--- src/rtl/trng_ctrl_pkg.sv ---
// rtl/trng_ctrl_pkg.sv - shared state encoding, default parameters and width helper for trng_ctrl
//
// Purpose: holds the controller state enumeration, the default values for
// WORD_BITS / SETTLE_CYCLES / REP_LIMIT, and a helper that sizes counters
// from their maximum value.
// Ports: none (package).

package trng_ctrl_pkg;

  localparam int DEF_WORD_BITS     = 32;
  localparam int DEF_SETTLE_CYCLES = 4;
  localparam int DEF_REP_LIMIT     = 31;

  typedef enum logic [2:0] {
    ST_IDLE = 3'd0,
    ST_REQ  = 3'd1,
    ST_GAP  = 3'd2,
    ST_WAIT = 3'd3,
    ST_FAIL = 3'd4
  } trng_state_e;

  // Bits needed to hold 0..max_val; never less than one bit.
  function automatic int cnt_width(input int max_val);
    return (max_val < 2) ? 1 : $clog2(max_val + 1);
  endfunction

endpackage

--- src/rtl/trng_health.sv ---
// rtl/trng_health.sv - repetition-count health test on the sampled entropy stream
//
// Purpose: counts consecutive identical sampled bits and pulses fail on the
// sample that brings the run length up to REP_LIMIT. The run is tracked
// across word boundaries and only restarts on clear or reset.
// Ports:
//   clk, reset   clock, asynchronous active-high reset
//   sample       one-cycle strobe: sample_bit is a new sampled bit
//   sample_bit   the sampled bit
//   clear        zero the run counter
//   fail         combinational pulse, valid with sample

module trng_health
  import trng_ctrl_pkg::*;
#(
  parameter int REP_LIMIT = DEF_REP_LIMIT
) (
  input  logic clk,
  input  logic reset,
  input  logic sample,
  input  logic sample_bit,
  input  logic clear,
  output logic fail
);

  localparam int REP_W = cnt_width(REP_LIMIT);
  localparam logic [REP_W-1:0] REP_MAX = REP_W'(REP_LIMIT);

  logic [REP_W-1:0] rep_cnt;
  logic [REP_W-1:0] rep_nxt;
  logic             last_bit;

  // A zero count means no bit has been seen since the last clear, so the
  // first sample always starts a fresh run of one.
  always_comb begin
    rep_nxt = rep_cnt;
    if ((rep_cnt == '0) || (sample_bit != last_bit)) begin
      rep_nxt = REP_W'(1);
    end else if (rep_cnt != REP_MAX) begin
      rep_nxt = rep_cnt + REP_W'(1);
    end
  end

  assign fail = sample && (rep_nxt == REP_MAX);

  always_ff @(posedge clk or posedge reset) begin
    if (reset) begin
      rep_cnt  <= '0;
      last_bit <= 1'b0;
    end else if (clear) begin
      rep_cnt  <= '0;
    end else if (sample) begin
      rep_cnt  <= rep_nxt;
      last_bit <= sample_bit;
    end
  end

endmodule

--- src/rtl/trng_ctrl.sv ---
// rtl/trng_ctrl.sv - serial TRNG bit collector with word output and repetition health check
//
// Purpose: strobes an external entropy source, samples one bit per
// SETTLE_CYCLES+1 cycle period, packs bits LSB-first into WORD_BITS words and
// hands them out through a one-entry valid/ready holding register. A run of
// REP_LIMIT identical bits latches health_fail until clear_fail.
// Ports:
//   clk, reset    clock, asynchronous active-high reset
//   enable        1 = collect bits, 0 = stop and discard the partial word
//   clear_fail    pulse that clears health_fail (only acts in FAIL)
//   trng_bit      serial entropy input
//   trng_req      request/power strobe to the source, high only in REQ
//   rd_valid      rd_data holds a complete word
//   rd_ready      consumer takes rd_data this cycle
//   rd_data       collected word, first-sampled bit at LSB
//   health_fail   sticky repetition-count failure

module trng_ctrl
  import trng_ctrl_pkg::*;
#(
  parameter int WORD_BITS     = DEF_WORD_BITS,
  parameter int SETTLE_CYCLES = DEF_SETTLE_CYCLES,
  parameter int REP_LIMIT     = DEF_REP_LIMIT
) (
  input  logic                 clk,
  input  logic                 reset,
  input  logic                 enable,
  input  logic                 clear_fail,
  input  logic                 trng_bit,
  output logic                 trng_req,
  output logic                 rd_valid,
  input  logic                 rd_ready,
  output logic [WORD_BITS-1:0] rd_data,
  output logic                 health_fail
);

  localparam int BIT_W = cnt_width(WORD_BITS - 1);
  localparam int SET_W = cnt_width(SETTLE_CYCLES - 1);
  localparam logic [BIT_W-1:0] BIT_LAST = BIT_W'(WORD_BITS - 1);
  localparam logic [SET_W-1:0] SET_LAST = SET_W'(SETTLE_CYCLES - 1);

  trng_state_e state;
  trng_state_e state_nxt;

  logic [SET_W-1:0]     settle_cnt;
  logic [BIT_W-1:0]     bit_cnt;
  logic [WORD_BITS-1:0] shift_reg;
  logic [WORD_BITS-1:0] sample_word;

  logic sample;
  logic word_done;
  logic hold_free;
  logic wait_xfer;
  logic flush;
  logic fail_clr;
  logic health_clr;
  logic fail_pulse;

  // New bits enter at the MSB so that after WORD_BITS samples the first one
  // has reached bit 0.
  assign sample_word = {trng_bit, shift_reg[WORD_BITS-1:1]};

  // The holding register can take a word this cycle if it is empty or its
  // current word is being handed over right now.
  assign hold_free = !rd_valid || rd_ready;

  trng_health #(
    .REP_LIMIT (REP_LIMIT)
  ) u_health (
    .clk        (clk),
    .reset      (reset),
    .sample     (sample),
    .sample_bit (trng_bit),
    .clear      (health_clr),
    .fail       (fail_pulse)
  );

  always_ff @(posedge clk or posedge reset) begin
    if (reset) begin
      state <= ST_IDLE;
    end else begin
      state <= state_nxt;
    end
  end

  always_comb begin
    state_nxt = state;
    case (state)
      ST_IDLE: begin
        if (enable && !health_fail) state_nxt = ST_REQ;
      end
      ST_REQ: begin
        if (!enable) begin
          state_nxt = ST_IDLE;
        end else if (sample) begin
          if (fail_pulse)                   state_nxt = ST_FAIL;
          else if (word_done && !hold_free) state_nxt = ST_WAIT;
          else                              state_nxt = ST_GAP;
        end
      end
      ST_GAP: begin
        state_nxt = enable ? ST_REQ : ST_IDLE;
      end
      ST_WAIT: begin
        if (!enable)        state_nxt = ST_IDLE;
        else if (hold_free) state_nxt = ST_REQ;
      end
      ST_FAIL: begin
        if (clear_fail) state_nxt = ST_IDLE;
      end
      default: state_nxt = ST_IDLE;
    endcase
  end

  always_comb begin
    trng_req   = (state == ST_REQ);
    flush      = (state != ST_FAIL) && !enable;
    fail_clr   = (state == ST_FAIL) && clear_fail;
    health_clr = flush || fail_clr;
    sample     = (state == ST_REQ) && enable && (settle_cnt == SET_LAST);
    word_done  = sample && (bit_cnt == BIT_LAST);
    wait_xfer  = (state == ST_WAIT) && enable && hold_free;
  end

  always_ff @(posedge clk or posedge reset) begin
    if (reset) begin
      settle_cnt  <= '0;
      bit_cnt     <= '0;
      shift_reg   <= '0;
      rd_valid    <= 1'b0;
      rd_data     <= '0;
      health_fail <= 1'b0;
    end else begin
      if ((state == ST_REQ) && enable && !sample) begin
        settle_cnt <= settle_cnt + SET_W'(1);
      end else begin
        settle_cnt <= '0;
      end

      // A health failure wins over a word completing on the same sample:
      // the suspect bits are thrown away.
      if (flush || (sample && fail_pulse)) begin
        shift_reg <= '0;
        bit_cnt   <= '0;
      end else if (sample) begin
        shift_reg <= sample_word;
        bit_cnt   <= word_done ? '0 : bit_cnt + BIT_W'(1);
      end

      // In WAIT the finished word is parked in shift_reg until the holding
      // register frees up.
      if (word_done && !fail_pulse && hold_free) begin
        rd_data  <= sample_word;
        rd_valid <= 1'b1;
      end else if (wait_xfer) begin
        rd_data  <= shift_reg;
        rd_valid <= 1'b1;
      end else if (rd_valid && rd_ready) begin
        rd_valid <= 1'b0;
      end

      if (sample && fail_pulse) begin
        health_fail <= 1'b1;
      end else if (fail_clr) begin
        health_fail <= 1'b0;
      end
    end
  end

endmodule

--- config.mk ---
export PLATFORM = sky130hd
export DESIGN_NAME = trng_ctrl
export DESIGN_NICKNAME = d
export VERILOG_FILES = /design/src/rtl/trng_ctrl_pkg.sv /design/src/rtl/trng_health.sv /design/src/rtl/trng_ctrl.sv
export SDC_FILE = /design/constraint.sdc
export NUM_CORES = 1
export LEC_CHECK = 0
export ABC_AREA = 0
export BUFFER_PORTS_ARGS = -buffer_cell sky130_fd_sc_hd__buf_2
export CAP_MARGIN = 20
export CORE_ASPECT_RATIO = 0.5
export CORE_MARGIN = 2
export CORE_UTILIZATION = 25
export CTS_CLUSTER_SIZE = 14
export DETAILED_ROUTE_END_ITERATION = 6
export HOLD_SLACK_MARGIN = 0.1
export SLEW_MARGIN = 5
export SYNTH_ARGS = -nofsm -noshare
export SYNTH_HDL_FRONTEND = slang
export SYNTH_SLANG_ARGS = --single-unit
--- constraint.sdc ---
create_clock -name clk -period 4.5 [get_ports clk]
set_clock_uncertainty 0.05 [all_clocks]
set_input_delay 0.9 -clock clk [delete_from_list [all_inputs] [get_ports clk]]
set_output_delay 0.9 -clock clk [all_outputs]
set_load 0.01 [all_outputs]
[Yosys cells after proc, flatten, opt, wreduce, memory -nomap -nowiden]
Cells that the tools add are included.
Storage, ports and cells
  register bits after elaboration: 82
  input port bits: 6
  output and inout port bits: 35
  logic and storage cells: 88
Operators by class
  add/subtract/negate cells: 3
  eq/ne operators: 14
  multiplexer cells: 27
  bitwise gates (word level): 1
  reductions and logical operators: 34
Operators by type and width (count)
  $mux 32: 4
  $mux 5: 7
  $mux 3: 7
  $logic_and 1x1->1: 15
  $pmux 3 s5: 1
  $add 5x1->5 const B: 2
  $eq 5x5->1 const B: 2
  $reduce_bool 2->1: 4
  $mux 1: 7
  $eq 3x2->1 const B: 2
  $logic_not 1->1: 6
  $ne 3x3->1 const B: 2
  $logic_not 5->1: 1
  $ne 5x5->1 const B: 1
  $logic_or 1x1->1: 4
  $ne 2x2->1 const B: 2
  $reduce_and 4->1: 1
  $eq 3x1->1 const B: 1
  $eq 3x3->1 const B: 1
  $logic_not 3->1: 1
  $ne 3x2->1 const B: 1
  $reduce_bool 3->1: 1
  $add 2x1->2 const B: 1
  $eq 2x2->1 const B: 1
  4 further kinds: 4

[Longest topological paths before layout]
  depth in word-level cells: 10
  mapped depth: 9
  gate-level depth less buffers: 8

[By module]
A second synthesis with hierarchy kept.
Unflattened totals
  cells, all modules: 291
  area, all modules: 3646.0 um^2
By module, submodules not included
  trng_ctrl: instances 1, cells an instance 247, area an instance 3218.1 um^2, seq. area each 1901.8 um^2
  trng_health: instances 1, cells an instance 44, area an instance 427.9 um^2, seq. area each 150.1 um^2

[Worst setup path before layout]
No wires, ideal clock.
  path kind: input to register
  start point: input port enable
  end point: register u_health.rep_cnt[3]
  setup time: 0.121 ns
  arrival: 1.915 ns
  required time: 4.329 ns
  path slack: 2.414 ns
  stages: 6
  path buffers: 1
  cell sequence: and4bb_2 > and2_1 > and2_1 > clkbuf_1 > a22o_1 > a22o_1
On the way
  word-level cells in the longest chain between the ends: 4
  elaborated cells on any way between the ends: 7
  classes of those cells: mux: 1; reduce/logical: 6
RTL lines
  start: declaration: line trng_ctrl.sv:27  | input logic enable,
  $logic_not 1->1: line trng_ctrl.sv:117  | flush = (state != ST_FAIL) && !enable;
  $logic_and 1x1->1: line trng_ctrl.sv:117
  $logic_or 1x1->1: line trng_ctrl.sv:119  | health_clr = flush || fail_clr;
  $mux 5 / $reduce_bool 2->1 (equally long branches)
  end signal: assignment: line trng_health.sv:53  | rep_cnt <= rep_nxt;
  end: declaration: line trng_health.sv:29  | logic [REP_W-1:0] rep_cnt;
Parallel ways exist; a longest one is shown, timed or not.
A chain may end at the register's enable or synchronous reset.

[Final worst setup path]
  start point: register u_health.rep_cnt[0]
  end point: register rd_data[1]
On the way
  word-level cells in the longest chain between the ends: 9
  elaborated cells on any way between the ends: 13
  classes of those cells: add/sub: 1; eq/ne: 2; mux: 3; reduce/logical: 7
RTL lines
  $add 5x1->5, or another cell as far along: line trng_health.sv:40  | rep_nxt = rep_cnt + REP_W'(1);
  $mux 5 / $logic_or 1x1->1 (equally long branches): line trng_health.sv:39, trng_health.sv:37
  $mux 5 (*): line trng_health.sv:37  | if ((rep_cnt == '0) || (sample_bit != last_bit)) begin
  $eq 5x5->1 (*): line trng_health.sv:44  | assign fail = sample && (rep_nxt == REP_MAX);
  $logic_and 1x1->1 (*): line trng_health.sv:44
  $logic_not 1->1 (*): line trng_ctrl.sv:152  | if (word_done && !fail_pulse && hold_free) begin
  $logic_and 1x1->1 (*) (2 in series): line trng_ctrl.sv:152
  $mux 32 / $reduce_bool 2->1 (equally long branches)
  end signal: assignment: line trng_ctrl.sv:153  | rd_data <= sample_word;
  end signal: assignment: line trng_ctrl.sv:156  | rd_data <= shift_reg;
  end: declaration: line trng_ctrl.sv:33  | output logic [WORD_BITS-1:0] rd_data,
Every way passes the cells marked *; elsewhere a longest branch is shown, timed or not.

==> results.md <==
• **synth-to-layout area growth** 19.2%
• **run status** complete, no violations
• **area enclosed by the die boundary** 0.0154 mm2
• **number of H-tree branching levels** 3
• **largest area contributor in the synthesized netlist** sky130_fd_sc_hd__dfrtp_1
• **number of optimization iterations in the first detailed-route pass** 5
• **# clock sinks** 82
• **CP Capture Type** flip-flop
• **transition time of the tightest slew-check pin** 0.996 ns
• **VDD IR-drop max** 0.188 mV
• **proportion of register bits with asynchronous set or reset after synthesis** 100%
• **Final Setup Violations** 0
• **number of diodes** 0
• **crit start category** flip-flop
• **number of buffers added for setup after CTS** 0
• **later-pin clock latency in the skew report** 0.33 ns
• **total power divided by cell area** 360 mW/mm2
• **global route overflow** 0
• **proportion of power drawn by flip-flops and latches** 48.1%
• **largest fanout on the critical path** 38
• **relative slew slack** 33.6%
• **dominant cell type by count on the critical path** sky130_fd_sc_hd__inv_1
• **DRC marker count from the first detailed-route iteration** 116
• **clock tree from TritonCTS** yes
• **Psw** 339 uW
• **Post-Synth Simple-Gate Area** 10.2%
• **net total in the final layout** 376
• **Total GRT Usage** 10.2%
• **number of hold violations in the final report** 0
• **via count** 2596
• **antenna violation net count after detailed routing** 0
• **Die Wd** 174 um
• **vias in the first global route** 2512
• **antenna violations before repair** 1
• **switching power share of the total** 22.0%
• **post-layout min period** 2.69 ns
• **number of placed I/O pins** 41
• **number of synthesized flops with an enable pin** 0
• **setup repair after global routing missed its margin** false
• **DRC errors left** 0
• **Synth Warn #** 0
• **layer with the highest usage** met2
• **endpoint arrival time on the critical path** 2.84 ns
• **count of state elements after synthesis** 82
• **TritonCTS buffer count** 9
• **height of the chip** 88.8 um
• **most used standard cells in the synthesized netlist** sky130_fd_sc_hd__dfrtp_1, sky130_fd_sc_hd__nand2_1, sky130_fd_sc_hd__a22o_1
• **number of fill cells in the layout** 1459
• **MaxCap Viol Count** 0
• **Netlist cell types** 40
• **part of the total power dissipated in the clock network** 49.1%
• **most frequent cell after synthesis** sky130_fd_sc_hd__dfrtp_1
• **pin count of the biggest net entering global routing** 57
• **kind of critical path** flip-flop to flip-flop
• **portion of total power attributed to combinational logic** 2.9%
• **clock root cell** sky130_fd_sc_hd__clkbuf_16
• **Detail Placement HPWL** 4.86 mm
• **delay contributed by the slowest stage of the critical path** 0.57 ns
• **Synth Flop Type** sky130_fd_sc_hd__dfrtp_1
• **Tcrit/Tclk final** 59.8%
• **sequential-to-total area share from yosys stat** 57.1%
• **Adder-Cell Fraction of Synth Area** 1.74%
• **Post-Route WL** 7.46 mm
• **initial standard-cell utilization of the core** 26.1%
• **minimum setup slack after placement** 1.54 ns
• **grt met3 use** 3.09%
• **total area of multi-input combinational cells** 0.00138 mm2
• **Global Route met2 Usage** 16.2%
• **maximum root-to-sink buffer count** 2
• **cell leakage power** 0.00197 uW
• **Register-to-Register Setup Slack** 1.81 ns
• **Pint** 1200 uW
• **global-route wire length before repair** 12.7 mm
• **synthesized instance count** 330
• **footprint of the flip-flops and latches** 0.00205 mm2
• **area share of the leading cell type in the synthesized netlist** 57.1%
• **CP Cell Sequence** inv_1 -> ha_1 -> inv_1 -> o32a_4 -> o211ai_4 -> buf_4 -> o21ai_0
• **complex-gate fraction of the synthesized area** 25.5%
• **cell types with the largest area share after synthesis** sky130_fd_sc_hd__dfrtp_1, sky130_fd_sc_hd__a22o_1, sky130_fd_sc_hd__o22ai_1
• **class of the worst hold path** primary input to async pin
• **cts repair resizes** 0
• **met1 track demand over resource in global routing** 13.6%
• **number of nets produced by synthesis** 341
• **WP data required** 4.65 ns
• **global placer's final weighted congestion** 0.734
• **post-synthesis mux area share** 0.279%
• **number of rows in the core area** 30
• **routed length per instance** 13.3 um
• **setup TNS** 0 ns
• **post-synthesis area per instance** 10.9 um2
• **dominant combinational cell family by area after synthesis** compound AO/OA/AOI/OAI gates
• **Post-CTS Hold Fix Bufs** 0
• **Post-Synthesis Cell Area** 0.00359 mm2
• **slowest library cell on the worst path** sky130_fd_sc_hd__o211ai_4
• **port bufs** 40
• **maximum clock frequency** 372 MHz
• **synthesized-area fraction occupied by xor and xnor cells** 0.487%
• **worst setup margin** 1.81 ns
• **DR vias/cell** 4.62
• **clock-pin slew on the worst setup and hold paths** 0.06 ns
• **count of final max-slew check failures** 0
• **proportion of layout cells with a drive suffix above 1** 18.9%
• **core area** 0.0138 mm2
[worst max-delay path, delay by kind of cell, from the launching register on]
| family | cells | cell delay, ns |
|---|---|---|
| adders and majority gates | 1 | 0.31 |
| buffers and inverters | 3 | 0.61 |
| AOI/OAI and AO/OA | 3 | 1.11 |
| DFF | 1 | 0.46 |
[metal layers]
metal / vias up / wire [um]
met2: 39 / 3260
met4: 2 / 106
met3: 12 / 201
met1: 1251 / 3870
met5: - / 13
li1: 1292 / -
[cell usage in the layout (no fill, tap or decap), types with 3 or more instances in the layout]
cell / count
sky130_fd_sc_hd__dfrtp_1: 82
sky130_fd_sc_hd__buf_4: 4
sky130_fd_sc_hd__nand3_1: 8
sky130_fd_sc_hd__ha_1: 5
sky130_fd_sc_hd__a22o_1: 36
sky130_fd_sc_hd__a21oi_1: 7
sky130_fd_sc_hd__and2_1: 4
sky130_fd_sc_hd__inv_1: 6
sky130_fd_sc_hd__clkbuf_16: 9
sky130_fd_sc_hd__buf_2: 40
sky130_fd_sc_hd__clkinvlp_4: 3
sky130_fd_sc_hd__o21ai_1: 20
sky130_fd_sc_hd__o21ai_0: 19
sky130_fd_sc_hd__o22ai_1: 33
sky130_fd_sc_hd__nor3_1: 4
sky130_fd_sc_hd__nand2_1: 54
[worst paths after layout]
| path | startpoint | endpoint | cells past startpoint |
|---|---|---|---|
| max | u_health.rep_cnt[0] | rd_data[1] | 7 |
| min reg2reg | settle_cnt[0] | settle_cnt[0] | 1 |
| max reg2reg | u_health.rep_cnt[0] | rd_data[1] | 7 |
| min in group clk | settle_cnt[0] | settle_cnt[0] | 1 |
| min | reset | rd_data[9] | 2 |
| max in group asynchronous | reset | shift_reg[7] | 4 |
[metrics by stage]
step	instance area (um2)	std cells	total power (uW)	hold slack, ns	util [%]
final	4280	562	1540	0.390	31.1
after global routing	4280	562	1600	0.391	31.1
after CTS	4240	560	1550	0.404	30.8
after detailed placement	3930	544	795	0.390	28.5
after global placement	3930	544	795	0.391	28.5
after floorplan	3590	330	782	0.369	-
[cells by family after synthesis]
family | Yosys count
compound gates | 130
fa+ha+maj | 5
mux | 1
xor+xnor | 2
flops | 82
simple gates | 81
buf+inv | 29
[power by group through the flow]
stage	clock network (uW)	logic, uW	registers [uW]
finish	757	44.0	741
global route	803	50.9	741
CTS	770	40.4	741
detailed placement	0	40.3	755
global placement	0	40.2	755
floorplan	0	27.1	755
[final cells by class]
| type | instances | share of cell area (%) |
|---|---|---|
| sequential | 82 | 47.9 |
| clock buffer | 10 | 5.58 |
| multi-input combinational | 219 | 32.2 |
| timing repair buffer | 46 | 6.37 |
| clock inverter | 6 | 1.69 |
| inverter | 7 | 0.643 |
| tap | 192 | 5.61 |
No activity file was read; power rests on OpenSTA's default activity.
